===== src/rtl/snn_cfg_sequencer.sv =====
// -----------------------------------------------------------------------------
// snn_cfg_sequencer
//
// Drives a small configuration table out to an SNN core over AXI-Lite, then
// keeps polling the core's spike-count register.
//
// Sequence:
//    start -> wait STARTUP_CYCLES -> write every table entry (one at a time)
//    -> cfg_done -> read POLL_ADDR every POLL_PERIOD cycles until stop.
// Any bad response or a handshake that exceeds TIMEOUT cycles parks the
// block in ERR until the next start.
//
// Ports:
//    aclk, aresetn          clock, asynchronous active-low reset
//    start, stop            single-cycle control pulses
//    cfg_idx                table index presented to the table
//    cfg_addr/data/last     table entry for cfg_idx (combinational)
//    m_axi_*                AXI-Lite master, 32-bit address/data
//    busy                   1 outside IDLE/RUN/ERR
//    cfg_done               table fully written
//    err, err_code          01 = bad bresp, 10 = bad rresp, 11 = timeout
//    poll_data, poll_valid  last polled value, 1-cycle strobe on update
// -----------------------------------------------------------------------------
module snn_cfg_sequencer #(
   parameter int unsigned STARTUP_CYCLES = 1048576,
   parameter int unsigned POLL_PERIOD    = 16777216,
   parameter logic [31:0] POLL_ADDR      = 32'h14,
   parameter int unsigned TIMEOUT        = 1024
) (
   input  logic        aclk,
   input  logic        aresetn,
   input  logic        start,
   input  logic        stop,
   output logic [3:0]  cfg_idx,
   input  logic [31:0] cfg_addr,
   input  logic [31:0] cfg_data,
   input  logic        cfg_last,
   output logic [31:0] m_axi_awaddr,
   output logic [2:0]  m_axi_awprot,
   output logic        m_axi_awvalid,
   input  logic        m_axi_awready,
   output logic [31:0] m_axi_wdata,
   output logic [3:0]  m_axi_wstrb,
   output logic        m_axi_wvalid,
   input  logic        m_axi_wready,
   input  logic [1:0]  m_axi_bresp,
   input  logic        m_axi_bvalid,
   output logic        m_axi_bready,
   output logic [31:0] m_axi_araddr,
   output logic [2:0]  m_axi_arprot,
   output logic        m_axi_arvalid,
   input  logic        m_axi_arready,
   input  logic [31:0] m_axi_rdata,
   input  logic [1:0]  m_axi_rresp,
   input  logic        m_axi_rvalid,
   output logic        m_axi_rready,
   output logic        busy,
   output logic        cfg_done,
   output logic        err,
   output logic [1:0]  err_code,
   output logic [31:0] poll_data,
   output logic        poll_valid
);

   typedef enum logic [2:0] {
      S_IDLE, S_WAIT, S_WR, S_WRESP, S_RUN, S_RD, S_RDATA, S_ERR
   } state_t;

   // Terminal counts; all counters run 0..N-1.
   localparam logic [31:0] WAIT_LAST = 32'(STARTUP_CYCLES - 1);
   localparam logic [31:0] POLL_LAST = 32'(POLL_PERIOD - 1);
   localparam logic [31:0] TO_LAST   = 32'(TIMEOUT - 1);

   state_t      state_reg, state_next;
   logic [31:0] wait_cnt_reg, wait_cnt_next;
   logic [31:0] poll_cnt_reg, poll_cnt_next;
   logic [31:0] to_cnt_reg, to_cnt_next;
   logic [3:0]  cfg_idx_reg, cfg_idx_next;
   logic [31:0] addr_lat_reg, addr_lat_next;
   logic [31:0] data_lat_reg, data_lat_next;
   logic        last_lat_reg, last_lat_next;
   logic        load_pend_reg, load_pend_next;
   logic        stop_pend_reg, stop_pend_next;
   logic        awvalid_reg, awvalid_next;
   logic        wvalid_reg, wvalid_next;
   logic        bready_reg, bready_next;
   logic        arvalid_reg, arvalid_next;
   logic        rready_reg, rready_next;
   logic [31:0] araddr_reg, araddr_next;
   logic        cfg_done_reg, cfg_done_next;
   logic [1:0]  err_code_reg, err_code_next;
   logic [31:0] poll_data_reg, poll_data_next;
   logic        poll_valid_reg, poll_valid_next;

   // A write channel is still pending if its valid is up and not accepted now.
   logic aw_left, w_left;
   assign aw_left = awvalid_reg & ~m_axi_awready;
   assign w_left  = wvalid_reg  & ~m_axi_wready;

   always_ff @(posedge aclk or negedge aresetn) begin
      if (!aresetn) begin
         state_reg      <= S_IDLE;
         wait_cnt_reg   <= '0;
         poll_cnt_reg   <= '0;
         to_cnt_reg     <= '0;
         cfg_idx_reg    <= '0;
         addr_lat_reg   <= '0;
         data_lat_reg   <= '0;
         last_lat_reg   <= 1'b0;
         load_pend_reg  <= 1'b0;
         stop_pend_reg  <= 1'b0;
         awvalid_reg    <= 1'b0;
         wvalid_reg     <= 1'b0;
         bready_reg     <= 1'b0;
         arvalid_reg    <= 1'b0;
         rready_reg     <= 1'b0;
         araddr_reg     <= '0;
         cfg_done_reg   <= 1'b0;
         err_code_reg   <= 2'b00;
         poll_data_reg  <= '0;
         poll_valid_reg <= 1'b0;
      end else begin
         state_reg      <= state_next;
         wait_cnt_reg   <= wait_cnt_next;
         poll_cnt_reg   <= poll_cnt_next;
         to_cnt_reg     <= to_cnt_next;
         cfg_idx_reg    <= cfg_idx_next;
         addr_lat_reg   <= addr_lat_next;
         data_lat_reg   <= data_lat_next;
         last_lat_reg   <= last_lat_next;
         load_pend_reg  <= load_pend_next;
         stop_pend_reg  <= stop_pend_next;
         awvalid_reg    <= awvalid_next;
         wvalid_reg     <= wvalid_next;
         bready_reg     <= bready_next;
         arvalid_reg    <= arvalid_next;
         rready_reg     <= rready_next;
         araddr_reg     <= araddr_next;
         cfg_done_reg   <= cfg_done_next;
         err_code_reg   <= err_code_next;
         poll_data_reg  <= poll_data_next;
         poll_valid_reg <= poll_valid_next;
      end
   end

   always_comb begin
      state_next      = state_reg;
      wait_cnt_next   = wait_cnt_reg;
      poll_cnt_next   = poll_cnt_reg;
      to_cnt_next     = to_cnt_reg;
      cfg_idx_next    = cfg_idx_reg;
      addr_lat_next   = addr_lat_reg;
      data_lat_next   = data_lat_reg;
      last_lat_next   = last_lat_reg;
      load_pend_next  = load_pend_reg;
      stop_pend_next  = stop_pend_reg;
      awvalid_next    = awvalid_reg;
      wvalid_next     = wvalid_reg;
      bready_next     = bready_reg;
      arvalid_next    = arvalid_reg;
      rready_next     = rready_reg;
      araddr_next     = araddr_reg;
      cfg_done_next   = cfg_done_reg;
      err_code_next   = err_code_reg;
      poll_data_next  = poll_data_reg;
      poll_valid_next = 1'b0;

      case (state_reg)
         S_IDLE, S_ERR: begin
            if (start) begin
               state_next    = S_WAIT;
               cfg_idx_next  = 4'd0;
               cfg_done_next = 1'b0;
               wait_cnt_next = '0;
               err_code_next = 2'b00;
            end
         end

         S_WAIT: begin
            if (wait_cnt_reg == WAIT_LAST) begin
               addr_lat_next  = cfg_addr;
               data_lat_next  = cfg_data;
               last_lat_next  = cfg_last;
               awvalid_next   = 1'b1;
               wvalid_next    = 1'b1;
               to_cnt_next    = '0;
               load_pend_next = 1'b0;
               state_next     = S_WR;
            end else begin
               wait_cnt_next = wait_cnt_reg + 32'd1;
            end
         end

         S_WR: begin
            if (load_pend_reg) begin
               // cfg_idx moved last cycle; the table output is now valid.
               addr_lat_next  = cfg_addr;
               data_lat_next  = cfg_data;
               last_lat_next  = cfg_last;
               awvalid_next   = 1'b1;
               wvalid_next    = 1'b1;
               to_cnt_next    = '0;
               load_pend_next = 1'b0;
            end else begin
               awvalid_next = aw_left;
               wvalid_next  = w_left;
               if (!aw_left && !w_left) begin
                  bready_next = 1'b1;
                  to_cnt_next = '0;
                  state_next  = S_WRESP;
               end else if (to_cnt_reg == TO_LAST) begin
                  awvalid_next  = 1'b0;
                  wvalid_next   = 1'b0;
                  err_code_next = 2'b11;
                  state_next    = S_ERR;
               end else begin
                  to_cnt_next = to_cnt_reg + 32'd1;
               end
            end
         end

         S_WRESP: begin
            if (m_axi_bvalid) begin
               bready_next = 1'b0;
               if (m_axi_bresp != 2'b00) begin
                  err_code_next = 2'b01;
                  state_next    = S_ERR;
               end else if (last_lat_reg) begin
                  cfg_done_next = 1'b1;
                  poll_cnt_next = '0;
                  state_next    = S_RUN;
               end else begin
                  // 4-bit index wraps 15 -> 0 on its own.
                  cfg_idx_next   = cfg_idx_reg + 4'd1;
                  load_pend_next = 1'b1;
                  state_next     = S_WR;
               end
            end else if (to_cnt_reg == TO_LAST) begin
               bready_next   = 1'b0;
               err_code_next = 2'b11;
               state_next    = S_ERR;
            end else begin
               to_cnt_next = to_cnt_reg + 32'd1;
            end
         end

         S_RUN: begin
            if (stop) begin
               state_next = S_IDLE;
            end else if (poll_cnt_reg == POLL_LAST) begin
               poll_cnt_next  = '0;
               araddr_next    = POLL_ADDR;
               arvalid_next   = 1'b1;
               to_cnt_next    = '0;
               stop_pend_next = 1'b0;
               state_next     = S_RD;
            end else begin
               poll_cnt_next = poll_cnt_reg + 32'd1;
            end
         end

         S_RD: begin
            // A stop here is remembered and honoured once the read completes.
            stop_pend_next = stop_pend_reg | stop;
            if (m_axi_arready) begin
               arvalid_next = 1'b0;
               rready_next  = 1'b1;
               to_cnt_next  = '0;
               state_next   = S_RDATA;
            end else if (to_cnt_reg == TO_LAST) begin
               arvalid_next   = 1'b0;
               err_code_next  = 2'b11;
               stop_pend_next = 1'b0;
               state_next     = S_ERR;
            end else begin
               to_cnt_next = to_cnt_reg + 32'd1;
            end
         end

         S_RDATA: begin
            stop_pend_next = stop_pend_reg | stop;
            if (m_axi_rvalid) begin
               rready_next    = 1'b0;
               stop_pend_next = 1'b0;
               if (m_axi_rresp != 2'b00) begin
                  err_code_next = 2'b10;
                  state_next    = S_ERR;
               end else begin
                  poll_data_next  = m_axi_rdata;
                  poll_valid_next = 1'b1;
                  state_next      = (stop_pend_reg || stop) ? S_IDLE : S_RUN;
               end
            end else if (to_cnt_reg == TO_LAST) begin
               rready_next    = 1'b0;
               err_code_next  = 2'b11;
               stop_pend_next = 1'b0;
               state_next     = S_ERR;
            end else begin
               to_cnt_next = to_cnt_reg + 32'd1;
            end
         end

         default: state_next = S_IDLE;
      endcase
   end

   assign cfg_idx       = cfg_idx_reg;
   assign m_axi_awaddr  = addr_lat_reg;
   assign m_axi_awprot  = 3'b000;
   assign m_axi_awvalid = awvalid_reg;
   assign m_axi_wdata   = data_lat_reg;
   assign m_axi_wstrb   = 4'hF;
   assign m_axi_wvalid  = wvalid_reg;
   assign m_axi_bready  = bready_reg;
   assign m_axi_araddr  = araddr_reg;
   assign m_axi_arprot  = 3'b000;
   assign m_axi_arvalid = arvalid_reg;
   assign m_axi_rready  = rready_reg;
   assign busy          = (state_reg != S_IDLE) && (state_reg != S_RUN) && (state_reg != S_ERR);
   assign cfg_done      = cfg_done_reg;
   assign err           = (state_reg == S_ERR);
   assign err_code      = err_code_reg;
   assign poll_data     = poll_data_reg;
   assign poll_valid    = poll_valid_reg;

endmodule


===== config.mk =====
export PLATFORM = sky130hd
export DESIGN_NAME = snn_cfg_sequencer
export DESIGN_NICKNAME = d
export VERILOG_FILES = /design/src/rtl/snn_cfg_sequencer.sv
export SDC_FILE = /design/constraint.sdc
export NUM_CORES = 1
export LEC_CHECK = 0
export CORE_MARGIN = 8
export CORE_UTILIZATION = 40
export DETAILED_ROUTE_END_ITERATION = 10
export PLACE_DENSITY = 0.67
export SLEW_MARGIN = 5
export SYNTH_ARGS = -nofsm -noshare
export SYNTH_HDL_FRONTEND = slang
export SYNTH_SLANG_ARGS = --single-unit

===== constraint.sdc =====
create_clock -name aclk -period 6.2 [get_ports aclk]
set_input_delay 1.24 -clock aclk [delete_from_list [all_inputs] [get_ports aclk]]
set_output_delay 1.24 -clock aclk [all_outputs]
set_load 0.02 [all_outputs]

==> reports/results.tsv, run 1 <==
stage	metric	value	unit
status	status	completed	
clock_tree	cts_resized	0	
clock_tree	h-tree-depth	1	
floorplan	std_cell_rows	59	
critical_path	cpLargestDelayFamily	flip-flops	
pwr	power.density	438	nW/µm²
routing	ant_nets	0	
clock_tree	postCtsSetupBuffers	0	
sta	slew_violations	0	
floorplan	core_area	25900	µm²
floorplan	die-area	31700	µm²
sta	finalClockSkew	0.00908	ns
floorplan	die_x	178	µm
routing	wire_per_inst	18.6	µm
critical_path	path_buf_inv	2	
synth	synth-compound-area-share	10.3	%
synth	yosysSeqAreaShare	50.5	%
grt	antenna_found_initial	2	
synth	muxShareOfSynthArea	10.6	%
routing	drt_first_pass_iters	5	
grt	grt_use_met3	7.77	%
critical_path	worstPathRequired	4.96	ns
routing	drc_errors	0	
synth	synth_cells	1010	
floorplan	die_height	178	µm
synth	synthFlopType	dfrtp_1	
grt	use_met1	22.0	%
synth	synthAdderAreaFrac	0.476	%
critical_path	path_cells	nand3_1, inv_1, nor2_1, clkdlybuf4s50_1	
sta	rsz0062_at_grt	no	
critical_path	path_depth	4	
clock_tree	clk_pin_slew	0.06	ns
critical_path	critPathCaptureType	primary output	
synth	syn_area	10500	µm²
sta	fmax	270	MHz
hold_path	hold_depth	1	
floorplan	initial_core_util	40.6	%
grt	grt_pass1_wl	46000	µm
critical_path	crit_arrival	2.47	ns
clock_tree	clk_latency	0.52	ns
layout	final_nets	1327	
layout	final_layout_size_suffix_gt1_share	14.2	%
synth	synth.avg_cell_area	10.4	µm²
layout	fillers	2329	
sta	slew_headroom	22.8	%
synth	ys_seq_elements	212	
grt	grt_pass1_vias	8378	
clock_tree	numCtsBuffers	25	
layout	fin_util	52.8	%
placement	placed_area	12900	µm²
critical_path	crit_type	flip-flop to primary output	
sta	worstMarginPinSlew	1.16	ns
sta	setup_slack	2.49	ns
critical_path	cpPeakStageDelay	0.80	ns
hold_path	hold_class	flip-flop to flip-flop	
clock_tree	tritoncts	done	
pwr	leakagePower	5.82	nW
grt	gr-max-usage-layer	met2	
sta	min_period_over_period	59.8	%
clock_tree	cts_hold_buf	0	
clock_tree	clock_path_buffers	3	
layout	antenna_cells	0	
floorplan	io_pins	263	
layout	syn2layout_area_growth	30.1	%
critical_path	crit_fanout	25	
placement	io_buffers	222	
flow_run	drv_cap	0	
sta	fin_crit	3.71	ns
layout	post-route-cell-area	13700	µm²
grt	grt-ovfl-total	0	
synth	synth_top_family_by_area	simple AND/OR/NAND/NOR gates	
synth	yosys.area_share.simple	17.4	%
clock_tree	cts_sinks	212	
critical_path	r2r_cells	6	
critical_path	start_kind	flip-flop	
pwr	irDropWorstVdd	0.000303	V
sta	fin_tns_setup	0	ns
synth	synth_warnings	0	
critical_path	cpMaxStageDelayCell	dfrtp_1	
placement	pre_cts_slack	2.12	ns
routing	totalWireLength	29100	µm
synth	async_flop_share	100	%
sta	hold_viol_final	0	
routing	post_drt_via_cell_ratio	5.38	
clock_tree	root_buffer	clkbuf_16	
routing	drt_iter0_drc	657	
grt	grt_use_total	17.9	%
synth	synth_xor_area_share	4.67	%
grt	grt_use_met2	28.0	%
placement	dp_hpwl	20800	µm
synth	synth_edf_count	0	
placement	place_congestion	0.832	
routing	num_vias	8414	
synth	synth_cell_types	69	
sta	setup_viol	0	
grt	grt_max_degree	113	
-- metal layers --
metal | share of wire (%) | wire length, µm
met5 | 0.082 | 24
met3 | 12 | 3430
met4 | 2.6 | 749
met2 | 46 | 13300
met1 | 40 | 11600
-- per-stage QoR --
stage / hold slack (ns) / cells / total power [W]
6_report: 0.490 / 1565 / 0.00599
5_1_grt: 0.508 / 1565 / 0.00633
4_1_cts: 0.487 / 1565 / 0.00606
3_5_place_dp: 0.468 / 1521 / 0.00455
3_3_place_gp: 0.468 / 1521 / 0.00452
2_1_floorplan: 0.446 / 1048 / 0.00343
-- where the power goes --
group	leakage [nW]	internal (W)	switching, W
Combinational	2.63	0.00114	0.00130
Clock	0.411	0.000891	0.000577
Sequential	2.78	0.00179	0.000295
-- area by class of cell --
type / count / area, µm² / area share [%]
Sequential cell: 212 / 5310 / 38.8
Multi-Input combinational cell: 722 / 4750 / 34.7
Timing Repair Buffer: 234 / 2320 / 16.9
Clock buffer: 34 / 719 / 5.26
Tap cell: 335 / 419 / 3.06
Clock inverter: 10 / 106 / 0.777
Inverter: 18 / 67.6 / 0.494
-- layout by cell type (no fill, tap or decap), drive strengths merged, types with 6 or more instances in the layout --
cell type / Yosys / layout
inv: 17 / 17
a21oi: 34 / 34
mux2: 97 / 97
xor2: 20 / 20
nor3: 31 / 31
xnor2: 36 / 36
nor4: 17 / 17
buf: 70 / 13
dfrtp: 212 / 212
a31oi: 16 / 16
o31ai: 12 / 12
nor2: 102 / 102
nand2: 53 / 53
o21ai: 65 / 65
a21o: 7 / 7
nand4: 37 / 37
clkbuf: 26 / 34
or3: 9 / 9
and4: 10 / 10
clkdlybuf4s50: 0 / 221
nand3: 37 / 37
clkinv: 1 / 8
and2: 7 / 7
and3: 18 / 18
conb: 2 / 40
or4: 7 / 7
or2: 6 / 6
-- logic make-up after synthesis --
logic type	after synthesis
xor+xnor	56
flops	212
fa+ha+maj	4
buf+inv	114
simple gates	350
mux	99
compound gates	173
other cells	2
-- worst paths after layout --
| check | slack (ns) | startpoint | to |
|---|---|---|---|
| setup reg to reg | 3.08 | state_reg[2]$_DFFE_PN0P_ | to_cnt_reg[1]$_DFFE_PN0P_ |
| min in group asynchronous | 0.79 | aresetn | wait_cnt_reg[28]$_DFFE_PN0P_ |
| setup / recovery | 2.49 | state_reg[1]$_DFFE_PN0P_ | busy |
| max in group asynchronous | 4.14 | aresetn | to_cnt_reg[14]$_DFFE_PN0P_ |
| hold reg to reg | 0.49 | to_cnt_reg[31]$_DFFE_PN0P_ | to_cnt_reg[31]$_DFFE_PN0P_ |
| hold / removal | 0.49 | to_cnt_reg[31]$_DFFE_PN0P_ | to_cnt_reg[31]$_DFFE_PN0P_ |
-- synthesized netlist by cell type, drive strengths merged, types with 12 or more instances --
library cell,instances,area share (%)
a21oi,34,1.7
a31oi,16,0.95
and3,18,1.1
buf,70,4.5
clkbuf,26,0.93
dfrtp,212,50
inv,17,0.61
mux2,97,10
nand2,53,1.9
nand3,37,1.8
nand4,37,2.2
nor2,102,3.6
nor3,31,1.6
nor4,17,1.2
o21ai,65,3.1
o31ai,12,0.86
xnor2,36,3.0
xor2,20,1.7
No activity file was read; power rests on OpenSTA's default activity.
==> inputs of run 2 (changes only) <==
==> constraint.sdc (replaced) <==
create_clock -name aclk -period 3.56 [get_ports aclk]
set_input_delay 0.712 -clock aclk [delete_from_list [all_inputs] [get_ports aclk]]
set_output_delay 0.712 -clock aclk [all_outputs]
set_load 0.02 [all_outputs]
==> run 2 against run 1 <==
Effect of this change:
- sequential share of layout area shrank 0.40 points
- core utilization up 0.55 points
- routed wire length grew 0.11%
- via count shrank 0.82%
- worst setup slack lost 1.9 ns
- non-clock buffer count up 9
- flip-flop and latch count stayed put
- design area grew 1.0%
- critical path type unchanged
- critical endpoint unchanged
- largest cell class unchanged
==> reports/results.tsv, run 2 (synthesis results as in run 1) <==
stage	metric	value	unit
hold_path	hold_class	input port to asynchronous set/reset pin	
sta	slew_violations	0	
layout	syn2layout_area_growth	31.5	%
floorplan	io_pins	263	
floorplan	core_area	25900	µm²
critical_path	crit_arrival	2.30	ns
sta	worstMarginPinSlew	0.898	ns
critical_path	cpMaxStageDelayCell	clkdlybuf4s50_1	
pwr	irDropWorstVdd	0.000521	V
sta	fin_crit	3.02	ns
grt	grt_pass1_vias	8380	
clock_tree	tritoncts	done	
pwr	power.density	761	nW/µm²
critical_path	cpPeakStageDelay	0.63	ns
critical_path	worstPathRequired	2.85	ns
sta	finalClockSkew	0.0201	ns
placement	io_buffers	222	
routing	drc_errors	0	
grt	grt_max_degree	83	
pwr	power.total	0.0105	W
grt	antenna_found_initial	1	
sta	fin_tns_setup	0	ns
layout	fillers	2324	
floorplan	die_height	178	µm
critical_path	start_kind	flip-flop	
critical_path	path_cells	buf_4, nor2_1, nor2_1, clkdlybuf4s50_1	
floorplan	initial_core_util	40.6	%
clock_tree	h-tree-depth	1	
grt	grt_pass1_wl	45900	µm
layout	final_nets	1336	
status	status	completed	
routing	drt_first_pass_iters	5	
routing	totalWireLength	29200	µm
sta	min_period_over_period	84.7	%
sta	fmax	331	MHz
clock_tree	cts_resized	0	
layout	final_layout_size_suffix_gt1_share	14.9	%
grt	grt_use_total	17.8	%
critical_path	path_depth	4	
layout	final_common_cell	clkdlybuf4s50_1	
critical_path	crit_fanout	15	
critical_path	crit_type	flip-flop to primary output	
critical_path	cpLargestDelayFamily	buffers and inverters	
critical_path	path_buf_inv	2	
sta	hold_viol_final	0	
routing	post_drt_via_cell_ratio	5.30	
layout	seqCellArea	5310	µm²
floorplan	std_cell_rows	59	
clock_tree	root_buffer	clkbuf_16	
flow_run	drv_cap	0	
critical_path	r2r_cells	6	
layout	final_cell_mix	clkdlybuf4s50_1 (221), dfrtp_1 (212), nor2_1 (101), mux2_2 (97), o21ai_0 (57)	
routing	wire_per_inst	18.5	µm
placement	place_congestion	0.860	
critical_path	critPathMostFrequentCell	nor2_1	
clock_tree	postCtsSetupBuffers	0	
sta	rsz0062_at_grt	no	
clock_tree	cts_sinks	212	
clock_tree	cts_hold_buf	0	
floorplan	die-area	31700	µm²
sta	setup_viol	0	
clock_tree	clock_path_buffers	3	
clock_tree	clk_pin_slew	0.05	ns
pwr	leakagePower	5.89	nW
routing	num_vias	8345	
routing	ant_nets	0	
routing	drt_iter0_drc	530	
clock_tree	clk_latency	0.53	ns
grt	grt-ovfl-total	0	
floorplan	die_x	178	µm
sta	slew_headroom	40.1	%
placement	dp_hpwl	21200	µm
clock_tree	numCtsBuffers	25	
critical_path	critPathCaptureType	primary output	
layout	multi_input_area	4750	µm²
run 2: cell types whose count changed in the layout (fill, tap and decap cells not counted), sizes merged:
cell      before  now
clkinvlp       1    0
diode          0    1
clkbuf        34   33
buf           13   22
inv           17   19
clkinv         8    9
run 2: final cells by class:
| class | instances | share of cell area, % |
|---|---|---|
| Tap cell | 335 | 3.03 |
| Multi-Input combinational cell | 722 | 34.3 |
| Clock buffer | 33 | 5.10 |
| Antenna cell | 1 | 0.0181 |
| Timing Repair Buffer | 243 | 17.8 |
| Sequential cell | 212 | 38.4 |
| Clock inverter | 12 | 0.851 |
| Inverter | 18 | 0.489 |
run 2: per-layer routing:
layer,global-route usage (%),routed length [µm],vias up
li1,-,-,3975
met1,22.5,12000,4050
met2,27.8,13300,277
met3,7.41,3170,43
met4,4.76,687,0
met5,0,0,-
run 2: per-stage QoR:
step / area [µm²] / util [%] / hold slack (ns) / cells / setup slack (ns)
after floorplan: 10700 / - / 0.416 / 1048 / 1.12
after global placement: 13000 / 50.2 / 0.466 / 1530 / 0.553
after global routing: 13800 / 53.3 / 0.237 / 1576 / 0.461
final: 13800 / 53.3 / 0.177 / 1576 / 0.543
after detailed placement: 13000 / 50.2 / 0.476 / 1530 / 0.508
after CTS: 13800 / 53.3 / 0.207 / 1575 / 0.506
run 2: worst register-to-register path, delay by kind of cell (launching register included):
| family | cells | cell delay (ns) |
|---|---|---|
| AOI/OAI and AO/OA | 3 | 1.20 |
| DFF | 1 | 0.43 |
| and+or+nand+nor | 3 | 1.10 |
run 2: report_power, final:
part	switching [W]	leakage [nW]	internal, W
Combinational	0.00230	2.70	0.00205
Sequential	0.000487	2.78	0.00313
Clock	0.00102	0.416	0.00154
Total	0.00381	5.89	0.00671
run 2: path summary, 6_finish.rpt:
check | startpoint | endpoint | slack (ns)
worst max-delay path | state_reg[1]$_DFFE_PN0P_ | busy | 0.54
worst min-delay path | aresetn | wait_cnt_reg[28]$_DFFE_PN0P_ | 0.18
worst max register to register | poll_cnt_reg[24]$_DFFE_PN0P_ | to_cnt_reg[1]$_DFFE_PN0P_ | 0.73
worst min register to register | to_cnt_reg[31]$_DFFE_PN0P_ | to_cnt_reg[31]$_DFFE_PN0P_ | 0.49
max in group asynchronous | aresetn | m_axi_wdata[5]$_DFFE_PN0P_ | 2.57
min in group aclk | to_cnt_reg[31]$_DFFE_PN0P_ | to_cnt_reg[31]$_DFFE_PN0P_ | 0.49
